File: config.mk
export PLATFORM = sky130hd
export DESIGN_NAME = mux_sel_arbiter
export DESIGN_NICKNAME = d
export VERILOG_FILES = /design/src/rtl/mux_sel_arbiter_pkg.sv /design/src/rtl/mux_sel_arbiter_hold_cnt.sv /design/src/rtl/mux_sel_arbiter.sv
export SDC_FILE = /design/constraint.sdc
export NUM_CORES = 1
export LEC_CHECK = 0
export BUFFER_PORTS_ARGS = -buffer_cell sky130_fd_sc_hd__buf_2
export CORE_MARGIN = 4
export CORE_UTILIZATION = 25
export CTS_CLUSTER_SIZE = 12
export DETAILED_ROUTE_END_ITERATION = 8
export PLACE_DENSITY_LB_ADDON = 0.3
export SKIP_LAST_GASP = 1
export SLEW_MARGIN = 5
export SYNTH_ARGS = -nofsm -noshare
export SYNTH_HDL_FRONTEND = slang
export SYNTH_HIERARCHICAL = 1
export SYNTH_SLANG_ARGS = --single-unit
File: constraint.sdc
create_clock -name CLK -period 1.56 [get_ports CLK]
set_input_delay 0.312 -clock CLK [delete_from_list [all_inputs] [get_ports CLK]]
set_output_delay 0.312 -clock CLK [all_outputs]
set_load 0.01 [all_outputs]
File: src/rtl/mux_sel_arbiter_pkg.sv
// Shared types and constants for the two-requester mux SEL arbiter.
package mux_sel_arbiter_pkg;

    typedef enum logic [1:0] {
        ST_IDLE   = 2'd0,
        ST_OWN0   = 2'd1,
        ST_OWN1   = 2'd2,
        ST_SWITCH = 2'd3
    } state_t;

    localparam logic SEL_IN0 = 1'b0;
    localparam logic SEL_IN1 = 1'b1;

endpackage

File: src/rtl/mux_sel_arbiter_hold_cnt.sv
// Tenure counter: saturates at MAX_HOLD, flags sat once the owner has used its last allowed cycle.
module mux_sel_arbiter_hold_cnt #(
    parameter int MAX_HOLD = 8,
    parameter int CNT_W    = 4
) (
    input  logic clk,
    input  logic rst,
    input  logic clr,
    input  logic en,
    output logic sat
);

    localparam logic [CNT_W-1:0] HOLD_MAX = CNT_W'(MAX_HOLD);
    localparam logic [CNT_W-1:0] SAT_AT   = CNT_W'(MAX_HOLD - 1);

    logic [CNT_W-1:0] cnt_q;
    logic [CNT_W-1:0] cnt_d;

    always_comb begin
        cnt_d = cnt_q;
        if (clr) begin
            cnt_d = '0;
        end else if (en && (cnt_q < HOLD_MAX)) begin
            cnt_d = cnt_q + 1'b1;
        end
    end

    always_ff @(posedge clk) begin
        if (rst) begin
            cnt_q <= '0;
        end else begin
            cnt_q <= cnt_d;
        end
    end

    assign sat = (cnt_q >= SAT_AT);

endmodule

File: src/rtl/mux_sel_arbiter.sv
// Round-robin owner of the shared 2:1 mux SEL line with bounded tenure and a one-cycle handover gap.
// Optional MUX_ARB_LOCK_EN adds a LOCK input that lets the current owner hold past MAX_HOLD.
module mux_sel_arbiter
    import mux_sel_arbiter_pkg::*;
#(
    parameter int MAX_HOLD = 8,
    parameter int CNT_W    = 4
) (
    input  logic   CLK,
    input  logic   RST,
    input  logic   REQ0,
    input  logic   REQ1,
`ifdef MUX_ARB_LOCK_EN
    input  logic   LOCK,
`endif
    output logic   GNT0,
    output logic   GNT1,
    output logic   SEL,
    output logic   BUSY,
    output state_t dbg_state
);

    state_t state_q, state_d;
    logic   gnt0_q, gnt0_d;
    logic   gnt1_q, gnt1_d;
    logic   sel_q, sel_d;
    logic   busy_q, busy_d;
    logic   last_q, last_d;
    logic   cnt_clr, cnt_en, cnt_sat;
    logic   preempt;
    logic   target_req;

    mux_sel_arbiter_hold_cnt #(
        .MAX_HOLD (MAX_HOLD),
        .CNT_W    (CNT_W)
    ) u_hold_cnt (
        .clk (CLK),
        .rst (RST),
        .clr (cnt_clr),
        .en  (cnt_en),
        .sat (cnt_sat)
    );

`ifdef MUX_ARB_LOCK_EN
    assign preempt = cnt_sat && !LOCK;
`else
    assign preempt = cnt_sat;
`endif

    // In SWITCH the incoming side is whatever SEL already points at.
    assign target_req = (sel_q == SEL_IN1) ? REQ1 : REQ0;

    always_comb begin
        state_d = state_q;
        sel_d   = sel_q;
        last_d  = last_q;
        cnt_clr = 1'b0;
        cnt_en  = 1'b0;
        case (state_q)
            ST_IDLE: begin
                if (REQ0 && (!REQ1 || (last_q == SEL_IN1))) begin
                    state_d = ST_OWN0;
                    sel_d   = SEL_IN0;
                    last_d  = SEL_IN0;
                    cnt_clr = 1'b1;
                end else if (REQ1) begin
                    state_d = ST_OWN1;
                    sel_d   = SEL_IN1;
                    last_d  = SEL_IN1;
                    cnt_clr = 1'b1;
                end
            end
            ST_OWN0: begin
                cnt_en = 1'b1;
                if (REQ1 && (!REQ0 || preempt)) begin
                    state_d = ST_SWITCH;
                    sel_d   = SEL_IN1;
                end else if (!REQ0) begin
                    state_d = ST_IDLE;
                end
            end
            ST_OWN1: begin
                cnt_en = 1'b1;
                if (REQ0 && (!REQ1 || preempt)) begin
                    state_d = ST_SWITCH;
                    sel_d   = SEL_IN0;
                end else if (!REQ1) begin
                    state_d = ST_IDLE;
                end
            end
            ST_SWITCH: begin
                if (target_req) begin
                    state_d = (sel_q == SEL_IN1) ? ST_OWN1 : ST_OWN0;
                    last_d  = sel_q;
                    cnt_clr = 1'b1;
                end else begin
                    state_d = ST_IDLE;
                end
            end
            default: begin
                state_d = ST_IDLE;
            end
        endcase
        gnt0_d = (state_d == ST_OWN0);
        gnt1_d = (state_d == ST_OWN1);
        busy_d = gnt0_d || gnt1_d;
    end

    always_ff @(posedge CLK) begin
        if (RST) begin
            state_q <= ST_IDLE;
            gnt0_q  <= 1'b0;
            gnt1_q  <= 1'b0;
            sel_q   <= SEL_IN0;
            busy_q  <= 1'b0;
            last_q  <= SEL_IN1;
        end else begin
            state_q <= state_d;
            gnt0_q  <= gnt0_d;
            gnt1_q  <= gnt1_d;
            sel_q   <= sel_d;
            busy_q  <= busy_d;
            last_q  <= last_d;
        end
    end

    assign GNT0      = gnt0_q;
    assign GNT1      = gnt1_q;
    assign SEL       = sel_q;
    assign BUSY      = busy_q;
    assign dbg_state = state_q;

endmodule
**Yosys cells after proc, flatten, opt, wreduce, memory -nomap -nowiden**

Index checks and enable logic that the tools add are counted.
W data, S select, Z words.

- Flip-flop bits (word level): 11
- Output and inout port bits: 6
- Word-level logic and storage cells: 58

- $add $sub $neg: 1
- $lt $le $gt $ge: 2
- Eq/ne operators: 9
- Mux-type cells: 22
- Reduce and logical (&&, ||, !) cells: 17

Operator list:

| cell | number |
|---|---|
| $mux W2 | 8 |
| $mux W1 | 10 |
| $pmux W2 S4 | 1 |
| $eq A2 B2 Y1 const B | 3 |
| $ne A2 B2 Y1 const B | 3 |
| $add A4 B1 Y4 const B | 1 |
| $eq A2 B1 Y1 const B | 2 |
| $ge A4 B3 Y1 const B | 1 |
| $logic_and A1 B1 Y1 | 4 |
| $logic_or A1 B1 Y1 | 4 |
| $lt A4 B4 Y1 const B | 1 |
| $pmux W1 S2 | 2 |
| $reduce_and A4 Y1 | 1 |
| $reduce_or A2 Y1 | 2 |
| $ne A3 B3 Y1 const B | 1 |
| $pmux W1 S3 | 1 |
| $reduce_and A3 Y1 | 1 |
| $reduce_bool A3 Y1 | 1 |
| $logic_not A1 Y1 | 2 |
| $logic_not A2 Y1 | 1 |
| $reduce_bool A2 Y1 | 1 |

**Logic depth before layout (Yosys ltp)**

Gate-level depths: netlist (run 1).

- Depth after elaboration: 7
- Mapped depth: 8
- Depth with buffers taken out: 8

**Modules after synthesis**

The synthesis (run 1) kept the hierarchy.

By module, submodules not included:

| module | instances | cells an instance | area each (sq um) |
|---|---|---|---|
| mux_sel_arbiter | 1 | 62 | 503.0 |
| mux_sel_arbiter_hold_cnt | 1 | 16 | 182.7 |

**Worst setup path before layout (run 1)**

OpenSTA, ideal clock, no wires.

- Kind: register to register
- Start: register state_q[0], in the netlist dbg_state[0]
- End: register sel_q, in the netlist SEL
- Library setup time: 0.121 ns
- Arrival: 1.611 ns
- Setup slack: -0.173 ns
- Cell stages (with the launch flop): 6
- Path buffers: 0
- Cells stage by stage: dfxtp_1 inv_1 ha_1 a22o_1 a221o_1 mux2_4

- Word-level cells in the longest chain between the ends: 3

RTL lines:

| what | line | source |
|---|---|---|
| start, declared | mux_sel_arbiter.sv:23 | `state_t state_q, state_d;` |
| start signal, assigned | mux_sel_arbiter.sv:118 | `state_q <= state_d;` |
| $eq A2 B2 Y1 (tied with other cells) | mux_sel_arbiter.sv:59 | `case (state_q)` |
| $ne A2 B2 Y1 (no line) (tied with other cells) | -- |  |
| $reduce_and A4 Y1 (no line) | -- |  |
| end signal, assigned | mux_sel_arbiter.sv:121 | `sel_q <= sel_d;` |
| end, declared | mux_sel_arbiter.sv:26 | `logic sel_q, sel_d;` |

Parallel ways exist; a longest one is shown, timed or not.
A chain may end at the register's enable or synchronous reset.

**Final worst setup path (run 1)**

- Start: register u_hold_cnt.cnt_q[0]
- End: register busy_q, in the netlist BUSY

- Word-level cells in the longest chain between the ends: 7

RTL lines:

| what | line | source |
|---|---|---|
| start, declared | mux_sel_arbiter_hold_cnt.sv:16 | `logic [CNT_W-1:0] cnt_q;` |
| start signal, assigned | mux_sel_arbiter_hold_cnt.sv:32 | `cnt_q <= cnt_d;` |
| $ge A4 B3 Y1 (*) | mux_sel_arbiter_hold_cnt.sv:36 | `assign sat = (cnt_q >= SAT_AT);` |
| net cnt_sat | mux_sel_arbiter.sv:29 | `logic cnt_clr, cnt_en, cnt_sat;` |
| $logic_or A1 B1 Y1, on equally long branches | mux_sel_arbiter.sv:84, mux_sel_arbiter.sv:75 |  |
| $logic_and A1 B1 Y1, on equally long branches | mux_sel_arbiter.sv:84, mux_sel_arbiter.sv:75 |  |
| $mux W2, on equally long branches | mux_sel_arbiter.sv:84, mux_sel_arbiter.sv:75 |  |
| $pmux W2 S4 (*) | mux_sel_arbiter.sv:59 |  |
| $eq A2 B1 Y1 / $eq A2 B2 Y1 (equally long branches) | mux_sel_arbiter.sv:104, mux_sel_arbiter.sv:105 |  |
| $logic_or A1 B1 Y1 (*) | mux_sel_arbiter.sv:106 | `busy_d = gnt0_d \|\| gnt1_d;` |
| end signal, assigned | mux_sel_arbiter.sv:122 | `busy_q <= busy_d;` |
| end, declared | mux_sel_arbiter.sv:27 | `logic busy_q, busy_d;` |

The timed path passes the listed nets; every way through them passes the cells marked *.

==> metrics.yaml, run 1 <==
setup_path:
  reg2reg_from: "u_hold_cnt/cnt_q[0]"
  crit_path_start_kind: "flop"
  cp.required_ns: 1.77
  crit_chain: "ha_4, a21o_1, nand2b_4, a22oi_2, o221a_1, a31oi_2, ha_1, nor2_1"
  r2r_end: "BUSY"
  worstSetupEndpointType: "flop"
  reg2regPathDepth: 8
  critPathMaxFanout: 3
  worst-setup-path-type: "flop to flop"
  cp_slowest_cell: "dfxtp_2"
  crit_arrival_ns: 1.88
  max_stage_delay_ns: 0.36
  reg2reg_slack_ns: -0.11
sta:
  tns_ns: -0.3155
  post-route-period-util: 1.068
  setup_viol: 5
  skew_ns: 0.003541
  finalWorstSetupSlack_ns: -0.1055
  max_slew_margin: 0.8326
  holdWs_ns: 0.3704
  period_needed_ns: 1.666
  rsz0062_at_grt: "yes"
  worstMarginPinSlew_ns: 0.2503
  slew_violations: 0
  finalHoldViolations: 0
  fmax_ghz: 0.6004
power:
  power_frac_comb: 0.630
  peakVddDrop_mv: 0.9494
  switching_share: 0.3871
  clock_power_share: 0.112
  internal-power_mw: 1.081
  p_switching_uw: 682.9
  power.density_mw_per_mm2: 1845
  leakagePower_nw: 0.4154
  power_mw: 1.764
  seq_power_share: 0.257
synthesis:
  synth-adder-area-share: 0.1095
  syn_area_um2: 685.7
  synth_fp_nets: 88
  avgSynthCellArea_um2: 8.790
  synth-xor-area-share: 0.02555
  synth_top_family_by_area: "simple AND/OR/NAND/NOR gates"
  syn_inst: 78
  ys_types: 33
  ys_seq_area_frac: 0.3212
  synth_compound_area_frac: 0.2172
  synth_seq_cells: 11
  yosysWarnings: 6
  synthSimpleGateAreaFrac: 0.2245
  muxShareOfSynthArea: 0.03650
detailed_routing:
  drtIter0Drc: 19
  drc: 0
  vias: 644
  ant_nets: 0
  drt_wl_total_um: 1641
  dr.pass1.iters: 4
  wl_per_cell_um: 12.16
  vias_per_cell: 4.770
die:
  fp.dieH_um: 60.37
  dieWidth_um: 60.37
  io_pins: 10
  start_util: 0.2694
  core_mm2: 0.002545
  rows: 18
  dieArea_mm2: 0.003645
min_path:
  hold_start: "RST"
  hold_path_depth: 2
  min_path_type: "input port to flop"
  worstHoldEndpoint: "dbg_state[0]"
clocking:
  cts_max_level: 1
  cts_buffers: 3
  cts_tree: "yes"
  cts_buffer_depth: 2
  cts.sink_count: 11
  clock-root-buffer: "clkbuf_4"
  insertion_delay_ns: 0.27
  clk_pin_slew_worst_paths_ns: 0.07
cells_and_area:
  antenna-diode-count: 0
  layout.nets: 116
  final_cell_mix: "17 x buf_4, 9 x buf_2, 7 x dfxtp_1"
  synthToLayoutAreaGrowth_pct: 39.42
  fillCellCount: 272
  layout_commonest_cell: "buf_4"
  drive_above_1_share: 0.4571
global_route:
  grt_first_pass_wirelength_um: 2670
  grt_pass1_vias: 602
  grt_max_degree: 13
  overflow: 0
  grt_usage: 0.09829
  antenna_found_initial: 0
placement:
  dp_hpwl_um: 1227
  gp_congestion: 0.8175
  io_buffers: 9
run:
  cap_violations: 0
run_status:
  failed_checks: "setup timing"
  status: "finished with violations"
cell type report:
| class | instances | area [um2] | share of cell area |
|---|---|---|---|
| clock buffer | 4 | 26.28 | 0.02749 |
| sequential | 11 | 227.7 | 0.2382 |
| multi-input combinational | 59 | 473.0 | 0.4948 |
| timing repair buffer | 26 | 172.7 | 0.1806 |
| inverter | 5 | 18.77 | 0.01963 |
| tap | 30 | 37.54 | 0.03927 |
kinds of logic (layout without fill, tap and decap cells):
group | count (synthesis) | in the layout
compound gates | 22 | 22
xor+xnor | 2 | 2
fa+ha+maj | 6 | 6
buf+inv | 8 | 35
flops | 11 | 11
mux | 2 | 2
simple gates | 27 | 27
power groups by stage:
stage,logic (mW),clock network [mW],registers [mW]
6_report,1.11,0.198,0.454
5_1_grt,1.23,0.212,0.466
4_1_cts,1.09,0.205,0.453
3_5_place_dp,1.06,0,0.456
3_3_place_gp,1.06,0,0.453
2_1_floorplan,0.594,0,0.491
timing repair:
item,CTS,global route
hold endpoints to repair,0,0
endpoints found under the setup margin,5,10
pin swaps,6,4
hold buffers,0,0
gates resized for setup,3,5
setup buffers,1,1
cloned,0,0
how the worst max path moves through the flow:
stage | to | slack [ns] | startpoint | depth (start not counted)
finish | BUSY | -0.11 | u_hold_cnt/cnt_q[0] | 8
global placement | BUSY | -0.12 | dbg_state[1] | 7
CTS | BUSY | -0.12 | u_hold_cnt/cnt_q[0] | 8
floorplan | BUSY | -0.03 | u_hold_cnt/cnt_q[1] | 8
global route | BUSY | -0.22 | u_hold_cnt/cnt_q[0] | 8
detailed placement | SEL | -0.11 | dbg_state[1] | 5
per-stage QoR:
| step | util | worst slack [ns] | area (um2) | std cells |
|---|---|---|---|---|
| global placement | 0.3476 | -0.1182 | 884.6 | 129 |
| floorplan | - | -0.03025 | 715.7 | 78 |
| CTS | 0.3643 | -0.1239 | 927.1 | 134 |
| detailed placement | 0.3476 | -0.1146 | 884.6 | 129 |
| finish | 0.3756 | -0.1055 | 955.9 | 135 |
| global route | 0.3756 | -0.2192 | 955.9 | 135 |
cell usage after synthesis:
cell / n / share of area
nor3_1: 4 / 0.029
o21ai_0: 5 / 0.036
a41oi_1: 1 / 0.013
mux2i_1: 1 / 0.015
nor2b_4: 1 / 0.020
xor2_1: 1 / 0.013
inv_2: 1 / 0.0055
a22o_1: 1 / 0.013
and2_1: 1 / 0.0091
nand3_1: 1 / 0.0073
buf_6: 2 / 0.033
nor2_1: 6 / 0.033
nor3_2: 1 / 0.015
dfxtp_1: 11 / 0.32
nand2b_1: 4 / 0.036
ha_1: 6 / 0.11
o221a_1: 1 / 0.016
a31oi_1: 3 / 0.027
a21o_1: 1 / 0.011
nor3b_1: 1 / 0.011
mux2_4: 1 / 0.022
xnor2_1: 1 / 0.013
a22oi_1: 1 / 0.011
nor2b_1: 4 / 0.036
a21oi_1: 5 / 0.036
a221o_1: 1 / 0.015
nand2_1: 3 / 0.016
inv_1: 4 / 0.022
a32o_1: 1 / 0.015
o32ai_1: 1 / 0.013
clkbuf_1: 1 / 0.0055
o21bai_1: 1 / 0.011
nand3b_1: 1 / 0.011
per-layer routing:
metal | global-route usage | up-vias | share of wire
met3 | 0.02766 | 5 | 0.054
li1 | - | 332 | -
met1 | 0.1419 | 289 | 0.53
met4 | 0.04747 | 0 | 0.023
met2 | 0.1327 | 18 | 0.39
met5 | 0 | - | 0
critical path: cells and delay by family (launching register included):
kind	cells	cell delay, ns
AOI/OAI and AO/OA	4	0.62
adders and majority gates	2	0.39
and+or+nand+nor	2	0.23
DFF	1	0.36
sequential cells by signal (all words and copies together) (netlist names):
register,flops
GNT0,1
dbg_state,2
SEL,1
u_hold_cnt/cnt_q,4
BUSY,1
GNT1,1
last_q,1
(Power assumes the default switching activity.)
==> run 2: changes to the inputs <==
CELL_PAD_IN_SITES_DETAIL_PLACEMENT = 0   (was not set)
CELL_PAD_IN_SITES_GLOBAL_PLACEMENT = 2   (was not set)
CTS_BUF_LIST = sky130_fd_sc_hd__clkbuf_2 sky130_fd_sc_hd__clkbuf_4 sky130_fd_sc_hd__clkbuf_8   (was not set)
==> run 2 against run 1 <==
Routed wire length grew 4.5%. Combinational power grew 5%. Global-route usage grew 0.93 points. Critical endpoint unchanged. Utilization increased by 0.88 points. Register-to-register slack hardly changed. The flow still finishes with violations (setup timing).
==> metrics.yaml, run 2 (synthesis results as in run 1) <==
clocking:
  insertion_delay_ns: 0.26  # about the same
  clock-root-buffer: "clkbuf_4"
  cts_max_level: 1  # unchanged
  clk_pin_slew_worst_paths_ns: 0.08  # about the same
  cts_buffers: 3  # unchanged
  cts.sink_count: 11  # unchanged
  cts_tree: "yes"
  cts_buffer_depth: 2  # unchanged
cells_and_area:
  regMostFlops: "u_hold_cnt/cnt_q"
  layout.nets: 116  # unchanged
  largest_reg_flops: 4  # unchanged
  drive_above_1_share: 0.4571  # unchanged
  final_core_util: 0.3845  # +0.008849
  synthToLayoutAreaGrowth_pct: 42.70
  final_cell_mix: "17 x buf_4, 9 x buf_2, 7 x dfxtp_1"
  final_area_um2: 978.4  # +2.4%
  antenna-diode-count: 0  # unchanged
  fillCellCount: 265  # -2.6%
  layout_commonest_cell: "buf_4"
detailed_routing:
  vias_per_cell: 4.756  # -0.31%
  wl_per_cell_um: 12.70  # +4.5%
  drtIter0Drc: 8  # -11
  vias: 642  # -0.31%
  drt_wl_total_um: 1715  # +4.5%
  ant_nets: 0  # unchanged
  drc: 0  # unchanged
  dr.pass1.iters: 4  # unchanged
sta:
  skew_ns: 0.004945  # +0.001404 ns
  slew_violations: 0  # unchanged
  fmax_ghz: 0.6049  # +0.75%
  finalHoldViolations: 0  # unchanged
  post-route-period-util: 1.060  # -0.007907
  max_slew_margin: 0.8344  # +0.001769
  finalWorstSetupSlack_ns: -0.09321  # +0.01233 ns
  period_needed_ns: 1.653  # -0.01233 ns
  holdWs_ns: 0.3760  # +0.005594 ns
  worstMarginPinSlew_ns: 0.2485  # -0.001879 ns
  rsz0062_at_grt: "yes"
  setup_viol: 5  # unchanged
setup_path:
  critPathMaxFanout: 3  # unchanged
  crit_buf_inv: 0  # unchanged
  worst-setup-path-type: "flop to flop"
  reg2reg_slack_ns: -0.09  # about the same
  max_stage_delay_ns: 0.36  # about the same
  crit_path_start_kind: "flop"
  crit_arrival_ns: 1.86  # -0.02 ns
  crit_chain: "ha_4, a21o_1, nand2b_4, a22oi_2, o221a_1, a31oi_2, ha_1, nor2_1"
  worstSetupEndpointType: "flop"
  cp_slowest_cell: "dfxtp_2"
  cp.required_ns: 1.76  # about the same
  cpLargestDelayFamily: "compound AO/OA/AOI/OAI gates"
die:
  core_mm2: 0.002545  # unchanged
  dieWidth_um: 60.37  # unchanged
  dieArea_mm2: 0.003645  # unchanged
  rows: 18  # unchanged
  start_util: 0.2694  # unchanged
  fp.dieH_um: 60.37  # unchanged
  io_pins: 10  # unchanged
global_route:
  grt_pass1_vias: 630  # +4.7%
  grt_usage: 0.1076  # +0.009323
  grt_max_degree: 13  # unchanged
  grt_first_pass_wirelength_um: 2918  # +9.3%
  overflow: 0  # unchanged
  antenna_found_initial: 0  # unchanged
placement:
  place_ws_ns: -0.1529  # -0.03827 ns
  placed_area_um2: 877.1  # -0.85%
  gp_congestion: 0.7846  # -4.0%
  io_buffers: 9  # unchanged
  dp_hpwl_um: 1259  # +2.6%
power:
  power_mw: 1.823  # +3.4%
  power.density_mw_per_mm2: 1863  # +0.97%
  peakVddDrop_mv: 1.109  # +17%
  leakagePower_nw: 0.4206  # +1.3%
min_path:
  min_path_type: "input port to flop"
run_status:
  status: "finished with violations"
  failed_checks: "setup timing"
run:
  cap_violations: 0  # unchanged
==> run 2: worst paths after layout <==
check | startpoint | endpoint | depth (start not counted)
hold / removal | RST | BUSY | 2
setup / recovery | u_hold_cnt/cnt_q[1] | BUSY | 8
hold reg to reg | last_q | last_q | 2
setup reg to reg | u_hold_cnt/cnt_q[1] | BUSY | 8
==> run 2: layer usage <==
layer	GRT usage	share of wire	up-vias
met5	0	0	-
met4	0.04747	0.0093	0
met3	0.02766	0.039	2
met2	0.1682	0.46	11
met1	0.1394	0.49	295
li1	-	-	334
==> run 2: final cells by class <==
| cell class | instances | area, um2 | share of cell area |
|---|---|---|---|
| Multi-Input combinational cell | 59 | 491.7 | 0.5026 |
| Sequential cell | 11 | 227.7 | 0.2327 |
| Timing Repair Buffer | 26 | 172.7 | 0.1765 |
| Tap cell | 30 | 37.54 | 0.03836 |
| Clock buffer | 4 | 30.03 | 0.03069 |
| Inverter | 5 | 18.77 | 0.01918 |
==> run 2: worst reg2reg max path, cell delays in order, from the launching register on <==
cell,delay (ns)
dfxtp_2,0.36
ha_4,0.13
a21o_1,0.14
nand2b_4,0.14
a22oi_2,0.05
o221a_1,0.26
a31oi_2,0.18
ha_1,0.27
nor2_1,0.08
==> run 2: repair_timing <==
item,4_1_cts,5_1_grt
endpoints found under the hold margin,0,0
hold buffers,0,0
setup endpoints to repair,5,10
setup buffers,1,2
gates resized for setup,4,7
pin swaps,3,0
==> run 2: power breakdown <==
part | total, mW | switching (mW) | internal (mW)
clock | 0.213 | 0.0971 | 0.116
sequential | 0.448 | 0.0635 | 0.384
combinational | 1.16 | 0.550 | 0.612
==> run 2: per-stage QoR <==
stage          instances  setup TNS (ns)
2_1_floorplan         78        -0.08585
3_3_place_gp         128         -0.5601
3_5_place_dp         128         -0.4789
4_1_cts              133         -0.3479
5_1_grt              135         -0.7495
6_report             135         -0.2451
==> run 3: changes to the inputs <==
BUFFER_PORTS_ARGS = not set   (was -buffer_cell sky130_fd_sc_hd__buf_2)
DONT_BUFFER_PORTS = 1   (was not set)
==> run 3 against run 2 <==
The flow still finishes with violations (setup timing). Global-route usage grew 0.92 points. Setup slack lost 0.026 ns. Highest routed layer unchanged. Clock-buffer cell count is the same. Critical endpoint unchanged. Hold slack lost 0.29 ns. Utilization grew 3.9 points. Sequential share of layout area shrank 1.9 points.
==> metrics.yaml, run 3 (synthesis results as in run 1) <==
die:
  core_mm2: 0.002545  # unchanged
  dieArea_mm2: 0.003645  # unchanged
  start_util: 0.2694  # unchanged
  rows: 18  # unchanged
  fp.dieH_um: 60.37  # unchanged
  io_pins: 10  # unchanged
  dieWidth_um: 60.37  # unchanged
setup_path:
  crit_path_start_kind: "flop"
  crit_arrival_ns: 1.85  # about the same
  worstSetupEndpointType: "flop"
  cpLargestDelayFamily: "compound AO/OA/AOI/OAI gates"
  crit_chain: "ha_4, a21o_1, nand2b_4, a31oi_1, o221a_1, a31oi_4, ha_4, nor2_2"
  crit_top_cell: "ha_4"
  cp.required_ns: 1.73  # -0.03 ns
  max_stage_delay_ns: 0.34  # -0.02 ns
  reg2reg_slack_ns: -0.12  # -0.03 ns
  crit_buf_inv: 0  # unchanged
  r2r_end: "BUSY"
  worst-setup-path-type: "flop to flop"
  reg2regPathDepth: 8  # unchanged
  crit_cells: 8  # unchanged
  critPathMaxFanout: 3  # unchanged
  reg2reg_from: "u_hold_cnt/cnt_q[0]"
  cp_slowest_cell: "dfxtp_2"
global_route:
  grt_max_degree: 13  # unchanged
  grt_usage: 0.1168  # +0.009186
  antenna_found_initial: 0  # unchanged
  overflow: 0  # unchanged
  grt_pass1_vias: 658  # +4.4%
  grt_first_pass_wirelength_um: 3125  # +7.1%
sta:
  rsz0062_at_grt: "yes"
  slew_violations: 0  # unchanged
  setup_viol: 5  # unchanged
  post-route-period-util: 1.077  # +0.01691
  finalHoldViolations: 0  # unchanged
  skew_ns: 0.004872  # -0.00007291 ns
  finalWorstSetupSlack_ns: -0.1196  # -0.02638 ns
  fmax_ghz: 0.5954  # -1.6%
  holdWs_ns: 0.08573  # -0.2903 ns
  max_slew_margin: 0.8459  # +0.01153
  worstMarginPinSlew_ns: 0.2287  # -0.01971 ns
  period_needed_ns: 1.680  # +0.02638 ns
run:
  cap_violations: 0  # unchanged
detailed_routing:
  vias: 648  # +0.93%
  ant_nets: 0  # unchanged
  dr.pass1.iters: 4  # unchanged
  drt_wl_total_um: 1902  # +11%
  drc: 0  # unchanged
  drtIter0Drc: 10  # +2
  wl_per_cell_um: 14.41  # +13%
  vias_per_cell: 4.909  # +3.2%
min_path:
  hold_path_depth: 1  # -1
  hold_start: "RST"
  min_path_type: "input port to flop"
  worstHoldEndpoint: "dbg_state[1]"
cells_and_area:
  final_cell_mix: "20 x buf_4, 7 x dfxtp_1, 5 x ha_4"
  drive_above_1_share: 0.5784  # +0.1213
  largest_reg_flops: 4  # unchanged
  layout_commonest_cell: "buf_4"
  layout.nets: 113  # -2.6%
  antenna-diode-count: 0  # unchanged
  fin_cells: 132  # -2.2%
  synthToLayoutAreaGrowth_pct: 57.30
  regMostFlops: "u_hold_cnt/cnt_q"
clocking:
  cts_tree: "yes"
  cts.sink_count: 11  # unchanged
  clock-root-buffer: "clkbuf_4"
  insertion_delay_ns: 0.27  # about the same
  hold_buffers: 0  # unchanged
  cts_max_level: 1  # unchanged
  clk_pin_slew_worst_paths_ns: 0.08  # about the same
  cts_buffer_depth: 2  # unchanged
  cts_buffers: 3  # unchanged
run_status:
  status: "finished with violations"
  failed_checks: "setup timing"
power:
  power.density_mw_per_mm2: 1986  # +6.6%
  leakagePower_nw: 0.4404  # +4.7%
  peakVddDrop_mv: 1.163  # +4.9%
placement:
  io_buffers: 0  # -9
  gp_congestion: 0.7599  # -3.1%
  dp.cells: 123  # -3.9%
  dp_hpwl_um: 1286  # +2.2%
run 3: worst max path at each step:
stage	startpoint	to	slack, ns
2_1_floorplan	u_hold_cnt/cnt_q[1]	BUSY	-0.03
3_3_place_gp	dbg_state[0]	BUSY	-0.13
3_5_place_dp	u_hold_cnt/cnt_q[1]	BUSY	-0.15
4_1_cts	u_hold_cnt/cnt_q[1]	BUSY	-0.11
5_1_grt	u_hold_cnt/cnt_q[0]	BUSY	-0.18
6_report	u_hold_cnt/cnt_q[0]	BUSY	-0.12
run 3: where the power goes:
part / switching [mW] / internal (mW)
sequential: 0.0937 / 0.390
clock: 0.104 / 0.116
combinational: 0.638 / 0.800
total: 0.835 / 1.31
run 3: timing repair:
action	in CTS	in global routing
buffers inserted	4	1
resized for setup	13	19
pin swaps	7	7
endpoints found under the setup margin	6	10
run 3: area by class of cell:
class / count / area, um2
inverters: 5 / 18.77
repair buffers: 23 / 183.9
multi-input cells: 59 / 578.1
clock buffers: 4 / 30.03
well taps: 30 / 37.54
fillers: 259 / 1466
flip-flops and latches: 11 / 230.2
run 3: worst reg2reg max path: stages, from the launching register on:
cell      delay (ns)
dfxtp_2         0.34
ha_4            0.16
a21o_1          0.18
nand2b_4        0.15
a31oi_1         0.14
o221a_1         0.25
a31oi_4         0.06
ha_4            0.28
nor2_2          0.03
run 3: stage by stage:
stage | setup WS [ns] | cell area (um2) | util | power (mW) | setup TNS, ns
global placement | -0.1268 | 862.1 | 0.3387 | 1.503 | -0.3439
CTS | -0.1134 | 996.0 | 0.3913 | 1.942 | -0.2699
finish | -0.1196 | 1079 | 0.4238 | 2.141 | -0.3880
global route | -0.1783 | 1079 | 0.4238 | 2.310 | -0.7013
detailed placement | -0.1530 | 862.1 | 0.3387 | 1.503 | -0.4236
floorplan | -0.03025 | 715.7 | - | 1.084 | -0.08585
run 3: routing by layer:
layer | up-vias | routed length, um | global-route usage | part of all wire
li1 | 328 | - | - | -
met1 | 297 | 834 | 0.1496 | 0.44
met2 | 17 | 909 | 0.1883 | 0.48
met3 | 6 | 112 | 0.04043 | 0.059
met4 | 0 | 45 | 0.02848 | 0.024
met5 | - | 0 | 0 | 0
